--- config.mk ---
export PLATFORM = sky130hd
export DESIGN_NAME = fetch_stage
export DESIGN_NICKNAME = d
export VERILOG_FILES = /design/src/rtl/arm_pipeline_pkg.sv /design/src/rtl/if_id_reg.sv /design/src/rtl/fetch_stage.sv
export SDC_FILE = /design/constraint.sdc
export NUM_CORES = 1
export LEC_CHECK = 0
export ABC_CLOCK_PERIOD_IN_PS = 2910
export CAP_MARGIN = 10
export CORE_MARGIN = 3
export CORE_UTILIZATION = 29
export CTS_BUF_LIST = sky130_fd_sc_hd__clkbuf_8 sky130_fd_sc_hd__clkbuf_16
export DETAILED_ROUTE_END_ITERATION = 10
export GPL_ROUTABILITY_DRIVEN = 0
export SLEW_MARGIN = 30
export SYNTH_ARGS = -nofsm -noshare
export SYNTH_HDL_FRONTEND = slang
export SYNTH_HIERARCHICAL = 1
export SYNTH_SLANG_ARGS = --single-unit
--- constraint.sdc ---
create_clock -name clk -period 2.91 [get_ports clk]
set_input_delay 0.582 -clock clk [delete_from_list [all_inputs] [get_ports clk]]
set_output_delay 0.582 -clock clk [all_outputs]
set_load 0.02 [all_outputs]
--- src/rtl/arm_pipeline_pkg.sv ---
// Shared constants and fetch-state encodings for the pipeline front end.
package arm_pipeline_pkg;

  localparam int DATA_WIDTH = 32;
  localparam logic [DATA_WIDTH-1:0] PC_STEP      = 32'd4;
  localparam logic [DATA_WIDTH-1:0] BUBBLE_INSTR = 32'b0;

  typedef enum logic [1:0] {
    S_IDLE = 2'd0,
    S_REQ  = 2'd1,
    S_HOLD = 2'd2
  } fetch_state_e;

endpackage

--- src/rtl/if_id_reg.sv ---
// IF/ID pipeline register: {pc, instr, valid}; flush wins over freeze, freeze wins over load.
module if_id_reg
  import arm_pipeline_pkg::*;
(
  input  logic                  clk,
  input  logic                  rst_n,
  input  logic                  load_i,
  input  logic                  flush_i,
  input  logic                  freeze_i,
  input  logic [DATA_WIDTH-1:0] pc_i,
  input  logic [DATA_WIDTH-1:0] instr_i,
  output logic [DATA_WIDTH-1:0] pc_o,
  output logic [DATA_WIDTH-1:0] instr_o,
  output logic                  valid_o
);

  logic [DATA_WIDTH-1:0] pc_q, pc_d;
  logic [DATA_WIDTH-1:0] instr_q, instr_d;
  logic                  valid_q, valid_d;

  always_comb begin
    pc_d    = pc_q;
    instr_d = instr_q;
    valid_d = valid_q;
    if (flush_i) begin
      pc_d    = '0;
      instr_d = BUBBLE_INSTR;
      valid_d = 1'b0;
    end else if (!freeze_i && load_i) begin
      pc_d    = pc_i;
      instr_d = instr_i;
      valid_d = 1'b1;
    end
  end

  always_ff @(posedge clk or negedge rst_n) begin
    if (!rst_n) begin
      pc_q    <= '0;
      instr_q <= BUBBLE_INSTR;
      valid_q <= 1'b0;
    end else begin
      pc_q    <= pc_d;
      instr_q <= instr_d;
      valid_q <= valid_d;
    end
  end

  assign pc_o    = pc_q;
  assign instr_o = instr_q;
  assign valid_o = valid_q;

endmodule

--- src/rtl/fetch_stage.sv ---
// Instruction-fetch stage: fetch PC, req/ready memory reads, freeze hold buffer and branch redirect.
module fetch_stage
  import arm_pipeline_pkg::*;
(
  input  logic                  clk,
  input  logic                  reset,
  input  logic                  i_Freeze,
  input  logic                  i_Branch_Taken,
  input  logic [DATA_WIDTH-1:0] i_Branch_Addr,
  output logic                  o_Mem_Req,
  output logic [DATA_WIDTH-1:0] o_Mem_Addr,
  input  logic                  i_Mem_Ready,
  input  logic [DATA_WIDTH-1:0] i_Mem_Data,
  output logic [DATA_WIDTH-1:0] o_PC,
  output logic [DATA_WIDTH-1:0] o_Instruction,
  output logic                  o_Valid
);

  fetch_state_e          state_q, state_d;
  logic [DATA_WIDTH-1:0] pc_q, pc_d;
  logic [DATA_WIDTH-1:0] redirect_q, redirect_d;
  logic [DATA_WIDTH-1:0] hold_q, hold_d;
  logic                  discard_q, discard_d;

  logic                  hs;
  logic                  ifid_load, ifid_flush;
  logic [DATA_WIDTH-1:0] ifid_pc, ifid_instr;

  assign hs = (state_q == S_REQ) && i_Mem_Ready;

  always_comb begin
    state_d    = state_q;
    pc_d       = pc_q;
    redirect_d = redirect_q;
    hold_d     = hold_q;
    discard_d  = discard_q;
    ifid_load  = 1'b0;
    ifid_flush = 1'b0;
    ifid_pc    = pc_q + PC_STEP;
    ifid_instr = i_Mem_Data;
    case (state_q)
      S_IDLE: begin
        state_d = S_REQ;
        if (i_Branch_Taken) begin
          pc_d       = i_Branch_Addr;
          ifid_flush = 1'b1;
        end
      end
      S_REQ: begin
        if (i_Branch_Taken) begin
          ifid_flush = 1'b1;
          if (hs) begin
            pc_d      = i_Branch_Addr;
            discard_d = 1'b0;
          end else begin
            // Address must stay stable until the outstanding read completes.
            redirect_d = i_Branch_Addr;
            discard_d  = 1'b1;
          end
        end else if (hs && discard_q) begin
          pc_d       = redirect_q;
          discard_d  = 1'b0;
          ifid_flush = 1'b1;
        end else if (hs) begin
          pc_d = pc_q + PC_STEP;
          if (i_Freeze) begin
            hold_d  = i_Mem_Data;
            state_d = S_HOLD;
          end else begin
            ifid_load = 1'b1;
          end
        end else if (!i_Freeze) begin
          ifid_flush = 1'b1;
        end
      end
      S_HOLD: begin
        if (i_Branch_Taken) begin
          pc_d       = i_Branch_Addr;
          hold_d     = BUBBLE_INSTR;
          ifid_flush = 1'b1;
          state_d    = S_REQ;
        end else if (!i_Freeze) begin
          // pc_q already advanced past the held word, so it is that word's PC+step.
          ifid_load  = 1'b1;
          ifid_pc    = pc_q;
          ifid_instr = hold_q;
          state_d    = S_REQ;
        end
      end
      default: state_d = S_IDLE;
    endcase
  end

  always_ff @(posedge clk or negedge reset) begin
    if (!reset) begin
      state_q    <= S_IDLE;
      pc_q       <= '0;
      redirect_q <= '0;
      hold_q     <= BUBBLE_INSTR;
      discard_q  <= 1'b0;
    end else begin
      state_q    <= state_d;
      pc_q       <= pc_d;
      redirect_q <= redirect_d;
      hold_q     <= hold_d;
      discard_q  <= discard_d;
    end
  end

  assign o_Mem_Req  = (state_q == S_REQ);
  assign o_Mem_Addr = pc_q;

  if_id_reg u_if_id (
    .clk      (clk),
    .rst_n    (reset),
    .load_i   (ifid_load),
    .flush_i  (ifid_flush),
    .freeze_i (i_Freeze),
    .pc_i     (ifid_pc),
    .instr_i  (ifid_instr),
    .pc_o     (o_PC),
    .instr_o  (o_Instruction),
    .valid_o  (o_Valid)
  );

endmodule
# Word level (Yosys, flattened, before mapping)
# Cells that the tools add are included.
# totals
out_inout_bits,98
reg_bits,164
word_cells,80
ramBits,0
memories,0
latchBits,0
in_bits,69
mem_bits_ro,0
# classes
n_bitwise,1
n_reduce_logical,15
div,0
multipliers,0
muxes,44
shifts,0
n_eq_ne,11
order_cmp,0
addsub,1
# ops
operator,count
32-bit two-way mux,19
32-bit case mux with 2 select lines,2
32-bit by 3-bit adder with 32-bit output (second input constant),1
1-bit two-way mux,14
2-bit two-way mux,6
5-bit AND reduction,2
2-bit != test (second input constant),4
2-bit nonzero test,4
2-bit case mux with 3 select lines,1
2-bit by 1-bit != test with 1-bit output (second input constant),2
1-bit case mux with 2 select lines,2
4-bit AND reduction,1
1-bit logical AND,3
3-bit by 1-bit != test with 1-bit output (second input constant),1
3-bit by 2-bit != test with 1-bit output (second input constant),1
3-bit != test (second input constant),1
3-bit AND reduction,1
2-bit by 1-bit == test with 1-bit output (second input constant),1
2-bit == test (second input constant),1
2-bit zero test,1
2-bit AND reduction,1
2-bit OR reduction,1
1-bit zero test,1
1-bit NOT,1

# Logic depth before layout (Yosys ltp)
# logic_depth
ltp_word,9
ltp_mapped,11
mapped_depth_nobuf,8

# Modules after synthesis
# The synthesis kept the hierarchy.
# by_module_without_submodules
module,cells_per_inst,area_per_inst_um2,instances,seq_area_each_um2
fetch_stage,710,6000.8,1,2477.4
if_id_reg,294,3392.0,1,1626.6

# Least setup slack after synthesis
# OpenSTA, ideal clock, no wires.
# synth_timing
kind,reg-to-reg
startpoint,reg state_q[0]
endpoint,reg pc_q[21] (netlist: o_Mem_Addr[21])
setup_ns,0.126
path_stages_with_launch,10
synth_period_minus_slack_ns,2.196
n_path_buf,3
required_ns,2.784
setup_slack_ns,0.714
arrival_ns,2.069
cell_sequence,dfrtp_1 > inv_1 > ha_1 > buf_6 > or3_1 > buf_6 > buf_6 > a221o_1 > a311oi_1 > nor3_1
# synth_between
elab_chain_cells,6
word_cells_on_any_way,14
classes_between,5 x eq/ne; 3 x mux; 6 x reduce/logical
# synth_lines
element,line_no,text
"start, declared",fetch_stage.sv:19,"fetch_state_e state_q, state_d;"
"start signal, assigned",fetch_stage.sv:102,state_q <= state_d;
2-bit by 1-bit == test with 1-bit output,"fetch_stage.sv:29, fetch_stage.sv:41",
1-bit logical AND,fetch_stage.sv:29,assign hs = (state_q == S_REQ) && i_Mem_Ready;
1-bit logical AND,fetch_stage.sv:60,end else if (hs && discard_q) begin
32-bit two-way mux,fetch_stage.sv:60,
32-bit two-way mux,fetch_stage.sv:50,if (i_Branch_Taken) begin
32-bit case mux with 2 select lines,fetch_stage.sv:41,case (state_q)
"end signal, assigned",fetch_stage.sv:103,pc_q <= pc_d;
"end, declared",fetch_stage.sv:20,"logic [DATA_WIDTH-1:0] pc_q, pc_d;"
# Parallel ways exist; a longest one is shown, timed or not.
# A chain may end at the register's enable or synchronous reset.

# Worst setup path in the final report
# layout_timing
startpoint,reg state_q[1]
endpoint,out o_Mem_Req
# layout_between
elab_chain_cells,1
# layout_lines
element,line_no,text
2-bit by 1-bit == test with 1-bit output,fetch_stage.sv:110,assign o_Mem_Req = (state_q == S_REQ);
"end, declared",fetch_stage.sv:10,"output logic o_Mem_Req,"
# Every way passes these cells.

==> run_results.csv <==
group,metric,value,unit
outcome,outcome,"completed",
grt,use_met1,23.4,%
clocking,post_cts_buffers,0,
clocking,clk_pin_slew,70,ps
synth,synth_seq_area_share,43.7,%
worst_setup_path,worstReg2RegStart,"o_Mem_Addr[9]",
power,powerDensity,921,nW/um^2
worst_setup_path,cp-end-kind,"output port",
worst_setup_path,cp.buffers_inverters,3,
grt,groute.layer.met3.usage,2.97,%
die,ioPinCount,167,
clocking,cts_hold_buf,0,
timing,relSlewSlack,52.0,%
grt,grt_pass1_vias,7717,
layout,final_core_util,37.5,%
grt,grt_antenna_before_repair,0,
grt,grt_first_pass_wirelength,44700,um
worst_hold_path,hold_path_class,"input pin to async pin",
clocking,cts_buffer_depth,2,
synth,synth.avg_cell_area,9.36,um^2
power,pwr-share-clk,19.7,%
synth,synthCells,1004,
placement,place_area,11300,um^2
power,p_total,0.0110,W
grt,grt_max_degree,130,
power,pwr-share-comb,45.0,%
job,drv_cap,0,
placement,dp_hpwl,19600,um
power,net-switching-power,0.00446,W
worst_setup_path,crit_type,"flop to output port",
die,die-height,186,um
timing,rsz0062_at_grt,"false",
routing,vias,8000,
timing,finalCritPeriodShare,89.8,%
layout,layout.nets,1212,
layout,diodes,0,
timing,finClkSkew,14.0,ps
layout,syn2layout_area_growth,26.7,%
clocking,numCtsBuffers,17,
timing,setup_viol,0,
placement,portBuffers,166,
synth,synth_area,9390,um^2
synth,synth_top_cell_by_area,"dfrtp_1",
routing,detail-route-antenna-nets,0,
power,power.internal,0.00650,W
layout,drive_gt1_share,10.5,%
die,dieArea,34600,um^2
synth,synth_edf_count,0,
worst_setup_path,path_delay_family,"buffers and inverters",
clocking,cts_resized,0,
routing,firstDrtPassIters,6,
timing,max_slew.worst_pin.slew,720,ps
grt,track_usage,16.5,%
synth,synth_top_cell_area_share,43.7,%
synth,ys_types,66,
grt,overflow,0,
timing,min_period,2610,ps
routing,avgRoutedWirePerCell,18.5,um
power,switching_share,40.7,%
routing,drtIter0Drc,663,
worst_setup_path,ff2ff_setup_slack,310,ps
timing,hold_violations,0,
worst_setup_path,arrival,2030,ps
routing,wl,28700,um
worst_setup_path,crit_slowest_cell,"clkdlybuf4s50_1",
layout,final_cell_mix,"195 x nand2_1, 164 x dfrtp_1, 164 x clkdlybuf4s50_1",
routing,drc,0,
layout,final_common_cell,"nand2_1",
synth,yosysWarningCount,6,
clocking,h-tree-depth,4,
worst_setup_path,crit_chain,"inv_1 -> ha_1 -> buf_4 -> clkdlybuf4s50_1",
worst_setup_path,ff2ff_path_depth,7,
die,core,31700,um^2
power,power_frac_seq,35.3,%
clocking,cts_tree,"yes",
synth,syn_nets,1078,
clocking,cts_sinks,164,
synth,synth_ff_type,"dfrtp_1",
die,die_x,186,um
timing,fin_tns_setup,0,ps
grt,grtUsageMet2,25.9,%
clocking,cts_root_buf,"clkbuf_16",
synth,async_flop_share,100,%
power,leakagePower,4.80,nW
worst_setup_path,critPathMaxFanout,13,
clocking,clock_latency,430,ps
die,rows,65,
synth,synth.area.top_cells,"dfrtp_1 44%, nand2_1 7.8%, nand4bb_1 7.7%",
power,peakVddDrop,0.000494,V
grt,grt_busiest_layer,"met2",
worst_setup_path,critPathRequiredTime,2330,ps
timing,clock.fmax,383,MHz
worst_setup_path,r2r_end,"u_if_id/pc_o[31]",
synth,ys_ff_latch,164,
layout,design_area,11900,um^2
worst_setup_path,startpoint_type,"flop",
worst_setup_path,cp_slowest_stage_delay,640,ps
timing,finalMaxSlewViolations,0,
routing,via_per_inst,5.15,
die,initial_utilization,29.6,%
-- how the worst max path moves through the flow --
stage	start	to	slack (ps)	cells past startpoint
2_1_floorplan	state_q[0]	o_Mem_Addr[21]	710	9
3_3_place_gp	i_Branch_Taken	o_Mem_Addr[13]	200	7
3_5_place_dp	i_Branch_Taken	o_Mem_Addr[13]	170	7
4_1_cts	state_q[1]	o_Mem_Req	280	4
5_1_grt	o_Mem_Addr[6]	u_if_id/pc_o[31]	80	7
6_report	state_q[1]	o_Mem_Req	300	4
-- per-stage QoR --
step	setup WS, ps	std cells	hold slack, ps
final	297	1553	142
after global routing	81.3	1553	176
after CTS	276	1553	159
after detailed placement	173	1521	486
after global placement	204	1521	478
after floorplan	714	1004	286
-- area by class of cell --
cell class | count | area (um^2)
multi-input combinational | 741 | 4700
clock inverter | 15 | 126
fill | 3230 | 19800
inverter | 11 | 41.3
clock buffer | 17 | 425
sequential | 164 | 4100
timing repair buffer | 203 | 2000
tap | 402 | 503
-- power groups by stage --
stage | Clock (W) | Combinational, W | Sequential (W)
after CTS | 0.00222 | 0.00495 | 0.00386
after global routing | 0.00231 | 0.00539 | 0.00398
final | 0.00216 | 0.00493 | 0.00387
after floorplan | 0 | 0.00320 | 0.00395
after global placement | 0 | 0.00486 | 0.00389
after detailed placement | 0 | 0.00494 | 0.00390
-- worst register-to-register path, cell delays in order, from the launching register on --
cell and delay, ps:
dfrtp_1 530, nand3_1 240, nor3_2 610, and2_0 470, nand4_1 170, xnor2_1 280
nand4bb_1 120, o21ai_1 90
-- kinds of logic (layout without fill, tap and decap cells) --
logic type               after synthesis  count (layout)  share of synthesized area [%]
AO/OA/AOI/OAI                        229             229                           15.2
adder cells (fa/ha/maj)                5               5                          0.666
flip-flops                           164             164                           43.7
multiplexers                          33              33                           3.96
buffers and inverters                 99             246                           6.53
XOR/XNOR                              32              32                           2.98
AND/OR/NAND/NOR                      442             442                           27.0
-- layer usage --
layer | wire (um) | part of all wire (%) | vias to the layer above
li1 | - | - | 3817
met5 | 0 | 0 | -
met2 | 13200 | 46 | 259
met3 | 1620 | 5.6 | 28
met1 | 13400 | 47 | 3896
met4 | 468 | 1.6 | 0
-- flip-flops by register name, summed over array words and instances, names as in the netlist --
signal,cells
redirect_q,32
hold_q,32
u_if_id/pc_o,32
u_if_id/instr_o,32
o_Mem_Addr,32
u_if_id/valid_o,1
discard_q,1
state_q,2
-- synthesized netlist by cell type, drive strengths merged (5+ instances only) --
cell,number
buf,56
xnor2,24
a21oi,52
xor2,8
ha,5
nor3,11
clkbuf,32
and2,6
a221o,7
nand2,197
nand4,12
dfrtp,164
and3,5
a2bb2oi,7
nand3,17
nor2b,12
inv,11
mux2,33
a22oi,6
nor2,40
nand4bb,64
nand2b,65
o21ai,96
a31oi,16
Note: power is estimated with default switching activity, not from simulation.
